`src/rtl/bmp180_pkg.sv`:
```
// bmp180_pkg: shared error-monitor defaults, channel map and sizing helper
package bmp180_pkg;
    localparam int CNT_SZ_DEF  = 5;
    localparam int THR_DEF     = 8;
    localparam int WIN_CLK_DEF = 50_000_000;
    localparam int CH_I2C_ACK  = 0;
    localparam int CH_CHIP_ID  = 1;
    function automatic int clog2_min1(input int n);
        return (n > 1) ? $clog2(n) : 1;
    endfunction
endpackage

```
`src/rtl/err_ch.sv`:
```
// err_ch: one error channel - synchroniser, rising-edge event, total/window counters and flags
module err_ch import bmp180_pkg::*; #(
    parameter int CNT_SZ = CNT_SZ_DEF,
    parameter int THR    = THR_DEF
) (
    input  logic              CLK,
    input  logic              RST,
    input  logic              err_i,
    input  logic              clr_i,
    input  logic              win_end_i,
    output logic [CNT_SZ-1:0] cnt_o,
    output logic              fl_o,
    output logic              sat_o,
    output logic              alarm_o
);
    localparam logic [CNT_SZ-1:0] MAX   = '1;
    localparam logic [CNT_SZ-1:0] THR_V = CNT_SZ'(THR);
    logic s1_q, s2_q, prev_q, fl_q, fl_d, alarm_q, alarm_d, ev;
    logic [CNT_SZ-1:0] cnt_q, cnt_d, win_q, win_d;
    always_comb begin
        ev      = s2_q & ~prev_q;
        cnt_d   = clr_i ? '0 : (ev && cnt_q != MAX) ? cnt_q + 1'b1 : cnt_q;
        // an event on the window-end cycle opens the new window at 1
        win_d   = clr_i ? '0 : win_end_i ? CNT_SZ'(ev) : (ev && win_q != THR_V) ? win_q + 1'b1 : win_q;
        fl_d    = ~clr_i & (fl_q | ev);
        alarm_d = ~clr_i & (alarm_q | (win_d == THR_V));
    end
    always_ff @(posedge CLK or posedge RST) begin
        if (RST) begin
            s1_q    <= 1'b0;
            s2_q    <= 1'b0;
            prev_q  <= 1'b0;
            cnt_q   <= '0;
            win_q   <= '0;
            fl_q    <= 1'b0;
            alarm_q <= 1'b0;
        end else begin
            s1_q    <= err_i;
            s2_q    <= s1_q;
            prev_q  <= s2_q;
            cnt_q   <= cnt_d;
            win_q   <= win_d;
            fl_q    <= fl_d;
            alarm_q <= alarm_d;
        end
    end
    assign cnt_o   = cnt_q;
    assign fl_o    = fl_q;
    assign sat_o   = cnt_q == MAX;
    assign alarm_o = alarm_q;
endmodule

```
`src/rtl/err_monitor.sv`:
```
// err_monitor: per-channel error event counters with rate alarm, shared window timer and read port
module err_monitor import bmp180_pkg::*; #(
    parameter int CH_N    = 4,
    parameter int CNT_SZ  = CNT_SZ_DEF,
    parameter int WIN_CLK = WIN_CLK_DEF,
    parameter int THR     = THR_DEF,
    localparam int RD_W   = clog2_min1(CH_N)
) (
    input  logic              CLK,
    input  logic              RST,
    input  logic [CH_N-1:0]   I_ERR,
    input  logic              I_CLR,
    input  logic [CH_N-1:0]   I_CLR_MSK,
    input  logic              I_RD_EN,
    input  logic [RD_W-1:0]   I_RD_CH,
    output logic [CNT_SZ-1:0] O_RD_CNT,
    output logic              O_RD_VLD,
    output logic [CH_N-1:0]   O_FL,
    output logic [CH_N-1:0]   O_SAT,
    output logic [CH_N-1:0]   O_ALARM
);
    localparam int WT_W = clog2_min1(WIN_CLK);
    logic [WT_W-1:0] wt_q, wt_d;
    logic win_end;
    logic [CNT_SZ-1:0] cnt_w [CH_N];
    logic [CNT_SZ-1:0] sel, rd_cnt_q, rd_cnt_d;
    logic rd_vld_q;
    always_comb begin
        win_end  = wt_q == WT_W'(WIN_CLK - 1);
        wt_d     = win_end ? '0 : wt_q + 1'b1;
        // out-of-range channels fall through to zero
        sel      = '0;
        for (int i = 0; i < CH_N; i++) sel = (I_RD_CH == RD_W'(i)) ? cnt_w[i] : sel;
        rd_cnt_d = I_RD_EN ? sel : rd_cnt_q;
    end
    always_ff @(posedge CLK or posedge RST) begin
        if (RST) begin
            wt_q     <= '0;
            rd_cnt_q <= '0;
            rd_vld_q <= 1'b0;
        end else begin
            wt_q     <= wt_d;
            rd_cnt_q <= rd_cnt_d;
            rd_vld_q <= I_RD_EN;
        end
    end
    for (genvar g = 0; g < CH_N; g++) begin : g_ch
        err_ch #(.CNT_SZ(CNT_SZ), .THR(THR)) u_ch (
            .CLK       (CLK),
            .RST       (RST),
            .err_i     (I_ERR[g]),
            .clr_i     (I_CLR & I_CLR_MSK[g]),
            .win_end_i (win_end),
            .cnt_o     (cnt_w[g]),
            .fl_o      (O_FL[g]),
            .sat_o     (O_SAT[g]),
            .alarm_o   (O_ALARM[g])
        );
    end
    assign O_RD_CNT = rd_cnt_q;
    assign O_RD_VLD = rd_vld_q;
endmodule

```
`config.mk`:
```
export PLATFORM = sky130hd
export DESIGN_NAME = err_monitor
export DESIGN_NICKNAME = d
export VERILOG_FILES = /design/src/rtl/bmp180_pkg.sv /design/src/rtl/err_ch.sv /design/src/rtl/err_monitor.sv
export SDC_FILE = /design/constraint.sdc
export NUM_CORES = 1
export LEC_CHECK = 0
export CORE_UTILIZATION = 58
export DETAILED_ROUTE_END_ITERATION = 10
export PLACE_DENSITY = 0.78
export SLEW_MARGIN = 20
export SYNTH_ARGS = -nofsm -noshare
export SYNTH_HDL_FRONTEND = slang
export SYNTH_HIERARCHICAL = 1
export SYNTH_SLANG_ARGS = --single-unit
```
`constraint.sdc`:
```
create_clock -name CLK -period 3 [get_ports CLK]
set_input_delay 0.3 -clock CLK [delete_from_list [all_inputs] [get_ports CLK]]
set_output_delay 0.3 -clock CLK [all_outputs]
set_load 0.02 [all_outputs]
```
==> results of run 1 <==
-- critical path, stage by stage, from the launching register on --
cell and delay [ns]:
dfrtp_1 0.44, ha_1 0.19, and3_1 0.17, ha_1 0.22
clkdlybuf4s50_1 0.63
-- power by group through the flow --
| stage | sequential, mW | clock, mW | combinational (mW) |
|---|---|---|---|
| 6_report | 1.41 | 0.824 | 0.361 |
| 2_1_floorplan | 1.42 | 0 | 0.242 |
| 5_1_grt | 1.42 | 0.889 | 0.404 |
| 3_3_place_gp | 1.43 | 0 | 0.346 |
| 3_5_place_dp | 1.43 | 0 | 0.360 |
| 4_1_cts | 1.41 | 0.834 | 0.363 |
-- kinds of logic after synthesis --
family / after synthesis / synth area share, %
adders and majority gates: 18 / 4.59
buffers and inverters: 38 / 3.44
and+or+nand+nor: 199 / 23.0
muxes: 14 / 4.36
xor gates and xnor gates: 39 / 6.96
AOI/OAI and AO/OA: 74 / 10.8
DFF: 92 / 46.9
-- worst min-delay path by stage --
stage | start | endpoint | slack [ns]
2_1_floorplan | RST | g_ch[0].u_ch/alarm_o | 0.20
4_1_cts | g_ch[2].u_ch/s1_q | g_ch[2].u_ch/s2_q | 0.35
3_5_place_dp | g_ch[2].u_ch/s1_q | g_ch[2].u_ch/s2_q | 0.33
5_1_grt | g_ch[2].u_ch/s1_q | g_ch[2].u_ch/s2_q | 0.37
3_3_place_gp | g_ch[3].u_ch/s1_q | g_ch[3].u_ch/s2_q | 0.33
6_report | g_ch[2].u_ch/s1_q | g_ch[2].u_ch/s2_q | 0.35
-- area by class of cell --
class | count | share of cell area (%)
Inverter | 21 | 1.44
Clock buffer | 11 | 2.58
Tap cell | 105 | 2.40
Multi-Input combinational cell | 344 | 44.7
Sequential cell | 92 | 42.0
Clock inverter | 4 | 0.914
Timing Repair Buffer | 33 | 5.94
-- layer usage --
metal  GRT usage [%]  vias to the layer above  routed length, microns
li1                -                     1742                       -
met1            32.5                     1810                    4480
met2            39.5                       53                    4810
met3            3.32                       15                     253
met4            9.74                        0                     192
met5               0                        -                       0
-- cells in the mapped netlist, types with 7 or more instances --
cell type | n | area, sq um
a21oi_1 | 30 | 150
o21ai_0 | 24 | 120
xnor2_1 | 17 | 149
nand2b_1 | 9 | 56.3
nand3_1 | 16 | 80.1
nor3_1 | 12 | 60.1
xor2_1 | 22 | 193
nand4_1 | 17 | 106
or3_1 | 12 | 75.1
inv_1 | 21 | 78.8
ha_1 | 18 | 225
and3_1 | 7 | 43.8
nand2_1 | 29 | 109
dfrtp_1 | 92 | 2300
clkbuf_1 | 8 | 30.0
nor2_1 | 51 | 191
-- flip-flops by register name, indices dropped and copies added, names as in the netlist --
name and cells:
g_ch.u_ch/fl_o 4, g_ch.u_ch/cnt_o 20, g_ch.u_ch/s2_q 4, g_ch.u_ch/s1_q 4, g_ch.u_ch/alarm_o 4, O_RD_CNT 5, O_RD_VLD 1, g_ch.u_ch/win_q 20
g_ch.u_ch/prev_q 4, wt_q 26
-- through the flow --
| step | setup WS (ns) | utilization (%) | total power [mW] | cell area (sq um) |
|---|---|---|---|---|
| after global routing | 0.608 | 66.7 | 2.71 | 5480 |
| after detailed placement | 0.798 | 64.3 | 1.79 | 5290 |
| after global placement | 0.877 | 64.3 | 1.77 | 5290 |
| after CTS | 0.687 | 66.7 | 2.60 | 5480 |
| final | 0.704 | 66.7 | 2.59 | 5480 |
| after floorplan | 0.735 | - | 1.66 | 4910 |
==> impl_metrics.py, run 1 <==
metrics = {
    "finish": {
        "antenna_cells": 0,
        "syn_to_final_growth_pct": 11.5,
        "regArea_sq_um": 2300,
        "final_cell_mix": "dfrtp_1 (92), nor2_1 (51), clkdlybuf4s50_1 (31), a21oi_1 (30), nand2_1 (29)",
        "drive_gt1_share_pct": 9.50,
        "stdcell_count": 610,
        "fillers": 671,
        "nNetsFinal": 533,
        "layout_commonest_cell": "dfrtp_1",
        "multi_input_area_sq_um": 2450,
    },
    "critical_path": {
        "startpoint": "g_ch[1].u_ch/cnt_o[0]",
        "cp-start-kind": "flip-flop",
        "cp-endpoint": "O_SAT[1]",
        "timing_worst_setup_path_type": "reg2out",
        "timing.rr.start": "wt_q[0]",
        "worst-path-max-fanout": 4,
        "crit_path_end_kind": "primary output",
        "r2r_cells": 7,
        "rrSetupSlack_ns": 0.79,
        "required_ns": 2.70,
        "reg2reg_to": "g_ch[1].u_ch/alarm_o",
        "critPathArrivalTime_ns": 2.00,
    },
    "floorplanning": {
        "pin_count": 32,
        "die_w_microns": 94.0,
        "die_y_microns": 94.0,
        "core-area_sq_um": 8220,
        "die-area_sq_um": 8840,
        "start_util_pct": 59.8,
        "num_rows": 33,
    },
    "sta": {
        "hold_viol_final": 0,
        "slew-limit-headroom_pct": 60.5,
        "clock_skew_ns": 0.0130,
        "fin_crit_sh_pct": 76.5,
        "setup_tns_ns": 0,
        "setup_viol": 0,
        "fin_crit_ns": 2.30,
        "hold_slack_ns": 0.354,
        "tightest_slew_ns": 0.592,
        "rsz0062_at_grt": "false",
        "slew_violations": 0,
        "max_freq_mhz": 436,
    },
    "worst_hold_path": {
        "holdPathStages": 0,
        "worstHoldPathType": "reg2reg",
    },
    "yosys": {
        "syn-num-nets": 506,
        "syn_avg_cell_area_sq_um": 10.4,
        "ys_types": 50,
        "syn-cell-area_sq_um": 4910,
        "syn_inst": 474,
        "yosysSeqAreaShare_pct": 46.9,
        "ys.flop_type": "dfrtp_1",
        "synth_edf_count": 0,
        "ys_ff_latch": 92,
        "ys_warn_count": 6,
        "ys_async_sr_fraction_pct": 100,
    },
    "clock_network": {
        "cts_made_buffers": 9,
        "insertion_delay_ns": 0.35,
        "ctsResizeCount": 0,
        "ctsHoldBuffers": 0,
        "cts_htree_levels": 3,
        "postCtsSetupRepairBufs": 0,
        "cts_tree": "done",
        "clockBufferDepth": 2,
        "cts_root_buf": "clkbuf_8",
        "clkTransAtPathRegs_ns": 0.08,
        "clock_sinks": 92,
    },
    "power_and_ir_drop": {
        "p_sw_mw": 0.706,
        "power.internal_mw": 1.89,
        "combPwrFrac_pct": 13.9,
        "seqPwrFrac_pct": 54.3,
        "cellPowerDensity_nw_per_um2": 473,
        "p_leak_nw": 2.34,
        "p_clk_share_pct": 31.8,
        "peakVddDrop_mv": 0.321,
        "p_sw_share_pct": 27.2,
    },
    "drt": {
        "avgViaCountPerCell": 5.93,
        "dr.pass1.iters": 4,
        "drc": 0,
        "dr.first_iter.drc_count": 167,
        "wl_per_cell_microns": 15.9,
        "wl_mm": 9.73,
        "drtAntennaViolNets": 0,
        "dr_total_vias": 3620,
    },
    "run": {
        "maxCapViolations": 0,
    },
    "grt": {
        "grt.overflow.total": 0,
        "grt_pass1_wl_mm": 16.5,
        "grt_max_degree": 33,
        "track_usage_pct": 24.2,
        "antenna_found_initial": 0,
        "grt_pass1_vias": 3586,
    },
    "placed_design": {
        "gp_congestion": 0.805,
        "dp_hpwl_mm": 7.05,
        "dp.cells": 595,
        "portBuffers": 31,
    },
    "status": {
        "status": "completed",
    },
}
Note: power is estimated with default switching activity, not from simulation.
==> run 2, diff against run 1 <==
CORE_UTILIZATION = 54   (was 58)
PLACE_DENSITY = 0.77   (was 0.78)
clock period = 2 ns   (was 3 ns; I/O delays follow)
==> run 2 against run 1 <==
Register-to-register slack worse by 0.70 ns; clock skew increased by 0.0035 ns; combinational power increased by 68%; power is 53% higher; hold slack lost 0.082 ns; sequential share of layout area is 1.5 points lower; die area increased by 7.2%; critical path depth stayed put; clock power increased by 54%; via count grew 0.30%; final cell count grew 3.8%; wire length rose by 1.4%; largest power group unchanged.
==> impl_metrics.py, run 2 (synthesis gave the netlist of run 1 again) <==
metrics = {
    "finish": {
        "multi_input_area_sq_um": 2500,
        "nNetsFinal": 552,
        "antenna_cells": 0,
        "syn_to_final_growth_pct": 15.8,
        "final_cell_mix": "dfrtp_1 (91), nor2_1 (51), nand2_1 (29), a21oi_1 (28), clkdlybuf4s50_1 (27)",
        "largest-register": "wt_q",
        "layout_commonest_cell": "dfrtp_1",
        "drive_gt1_share_pct": 16.2,
        "largest_register_ffs": 26,
        "fillers": 697,
        "fin_util_pct": 64.9,
        "regArea_sq_um": 2300,
    },
    "sta": {
        "fin_crit_ns": 1.93,
        "slew_violations": 0,
        "setup_viol": 0,
        "tightest_slew_ns": 0.581,
        "hold_viol_final": 0,
        "max_freq_mhz": 519,
        "fin_ws_ns": 0.0740,
        "slew-limit-headroom_pct": 61.2,
        "clock_skew_ns": 0.0165,
        "fin_crit_sh_pct": 96.3,
        "rsz0062_at_grt": "true",
        "hold_slack_ns": 0.272,
        "setup_tns_ns": 0,
    },
    "drt": {
        "drtAntennaViolNets": 0,
        "dr.first_iter.drc_count": 107,
        "wl_mm": 9.86,
        "dr.pass1.iters": 4,
        "wl_per_cell_microns": 15.6,
        "avgViaCountPerCell": 5.74,
        "dr_total_vias": 3631,
        "drc": 0,
    },
    "run": {
        "maxCapViolations": 0,
    },
    "critical_path": {
        "required_ns": 1.80,
        "crit_path_end_kind": "primary output",
        "timing_worst_setup_path_type": "reg2out",
        "worst-path-max-fanout": 4,
        "critPathArrivalTime_ns": 1.73,
        "r2r_cells": 7,
        "cp-start-kind": "flip-flop",
    },
    "clock_network": {
        "ctsHoldBuffers": 0,
        "cts_made_buffers": 9,
        "clock_sinks": 92,
        "cts_htree_levels": 3,
        "clockBufferDepth": 2,
        "clkTransAtPathRegs_ns": 0.09,
        "cts_tree": "done",
        "insertion_delay_ns": 0.36,
        "cts_root_buf": "clkbuf_8",
    },
    "worst_hold_path": {
        "worstHoldPathType": "in2reg",
        "holdPathStages": 1,
    },
    "placed_design": {
        "portBuffers": 31,
        "gp_congestion": 0.890,
        "dp_hpwl_mm": 7.13,
        "pre_cts_ws_ns": 0.0740,
    },
    "status": {
        "status": "completed",
    },
    "grt": {
        "grt.overflow.total": 0,
        "track_usage_pct": 22.7,
        "grt_pass1_vias": 3708,
        "grt_pass1_wl_mm": 17.3,
        "grt_max_degree": 33,
        "antenna_found_initial": 0,
    },
    "floorplanning": {
        "die-area_sq_um": 9480,
        "num_rows": 34,
        "pin_count": 32,
        "die_w_microns": 97.4,
        "core-area_sq_um": 8760,
        "start_util_pct": 56.0,
        "die_y_microns": 97.4,
    },
    "power_and_ir_drop": {
        "cellPowerDensity_nw_per_um2": 697,
        "power.total_mw": 3.96,
        "p_leak_nw": 2.46,
        "peakVddDrop_mv": 0.465,
    },
}
## run 2: report_power, final
part | total, mW | leakage (nW) | switching (mW) | internal (mW)
combinational | 0.605 | 1.14 | 0.321 | 0.283
clock | 1.27 | 0.102 | 0.673 | 0.593
sequential | 2.09 | 1.21 | 0.120 | 1.97
## run 2: final timing paths
check / slack, ns / to / start
max in group asynchronous: 1.21 / g_ch[3].u_ch/cnt_o[0] / RST
setup / recovery: 0.07 / O_SAT[3] / g_ch[3].u_ch/cnt_o[0]
hold reg to reg: 0.36 / g_ch[3].u_ch/s2_q / g_ch[3].u_ch/s1_q
setup reg to reg: 0.09 / g_ch[2].u_ch/cnt_o[3] / g_ch[2].u_ch/cnt_o[0]
min in group asynchronous: 0.36 / g_ch[1].u_ch/prev_q / RST
hold / removal: 0.27 / g_ch[3].u_ch/s1_q / I_ERR[3]
## run 2: what timing repair did
| action | in CTS | in global routing |
|---|---|---|
| resized for setup | 4 | 22 |
| pin swaps | 0 | 1 |
| buffers inserted | 0 | 1 |
| endpoints found under the setup margin | 4 | 29 |
## run 2: layout make-up
cell class	instances	share of cell area [%]
flip-flops and latches	92	40.5
well taps	108	2.38
inverters	21	1.39
clock buffers	10	2.24
multi-input cells	344	44.1
clock inverters	6	1.23
repair buffers	52	8.19
## run 2: critical path: stages, from the launching register on
cell and delay (ns):
dfrtp_2 0.45, ha_1 0.22, and3_1 0.18, ha_1 0.22, clkdlybuf4s15_1 0.30
## run 2: metrics by stage
stage	area [sq um]	instances
3_5_place_dp	5440	616
3_3_place_gp	5440	616
6_report	5690	633
2_1_floorplan	4930	474
5_1_grt	5690	633
4_1_cts	5630	632
## run 2: per-layer routing
metal  track usage, %  part of all wire (%)  vias up
li1                 -                     -     1784
met1             30.8                    48     1783
met2             37.0                    48       53
met3             4.89                   2.9       11
met4             6.33                   1.3        0
met5                0                     0        -
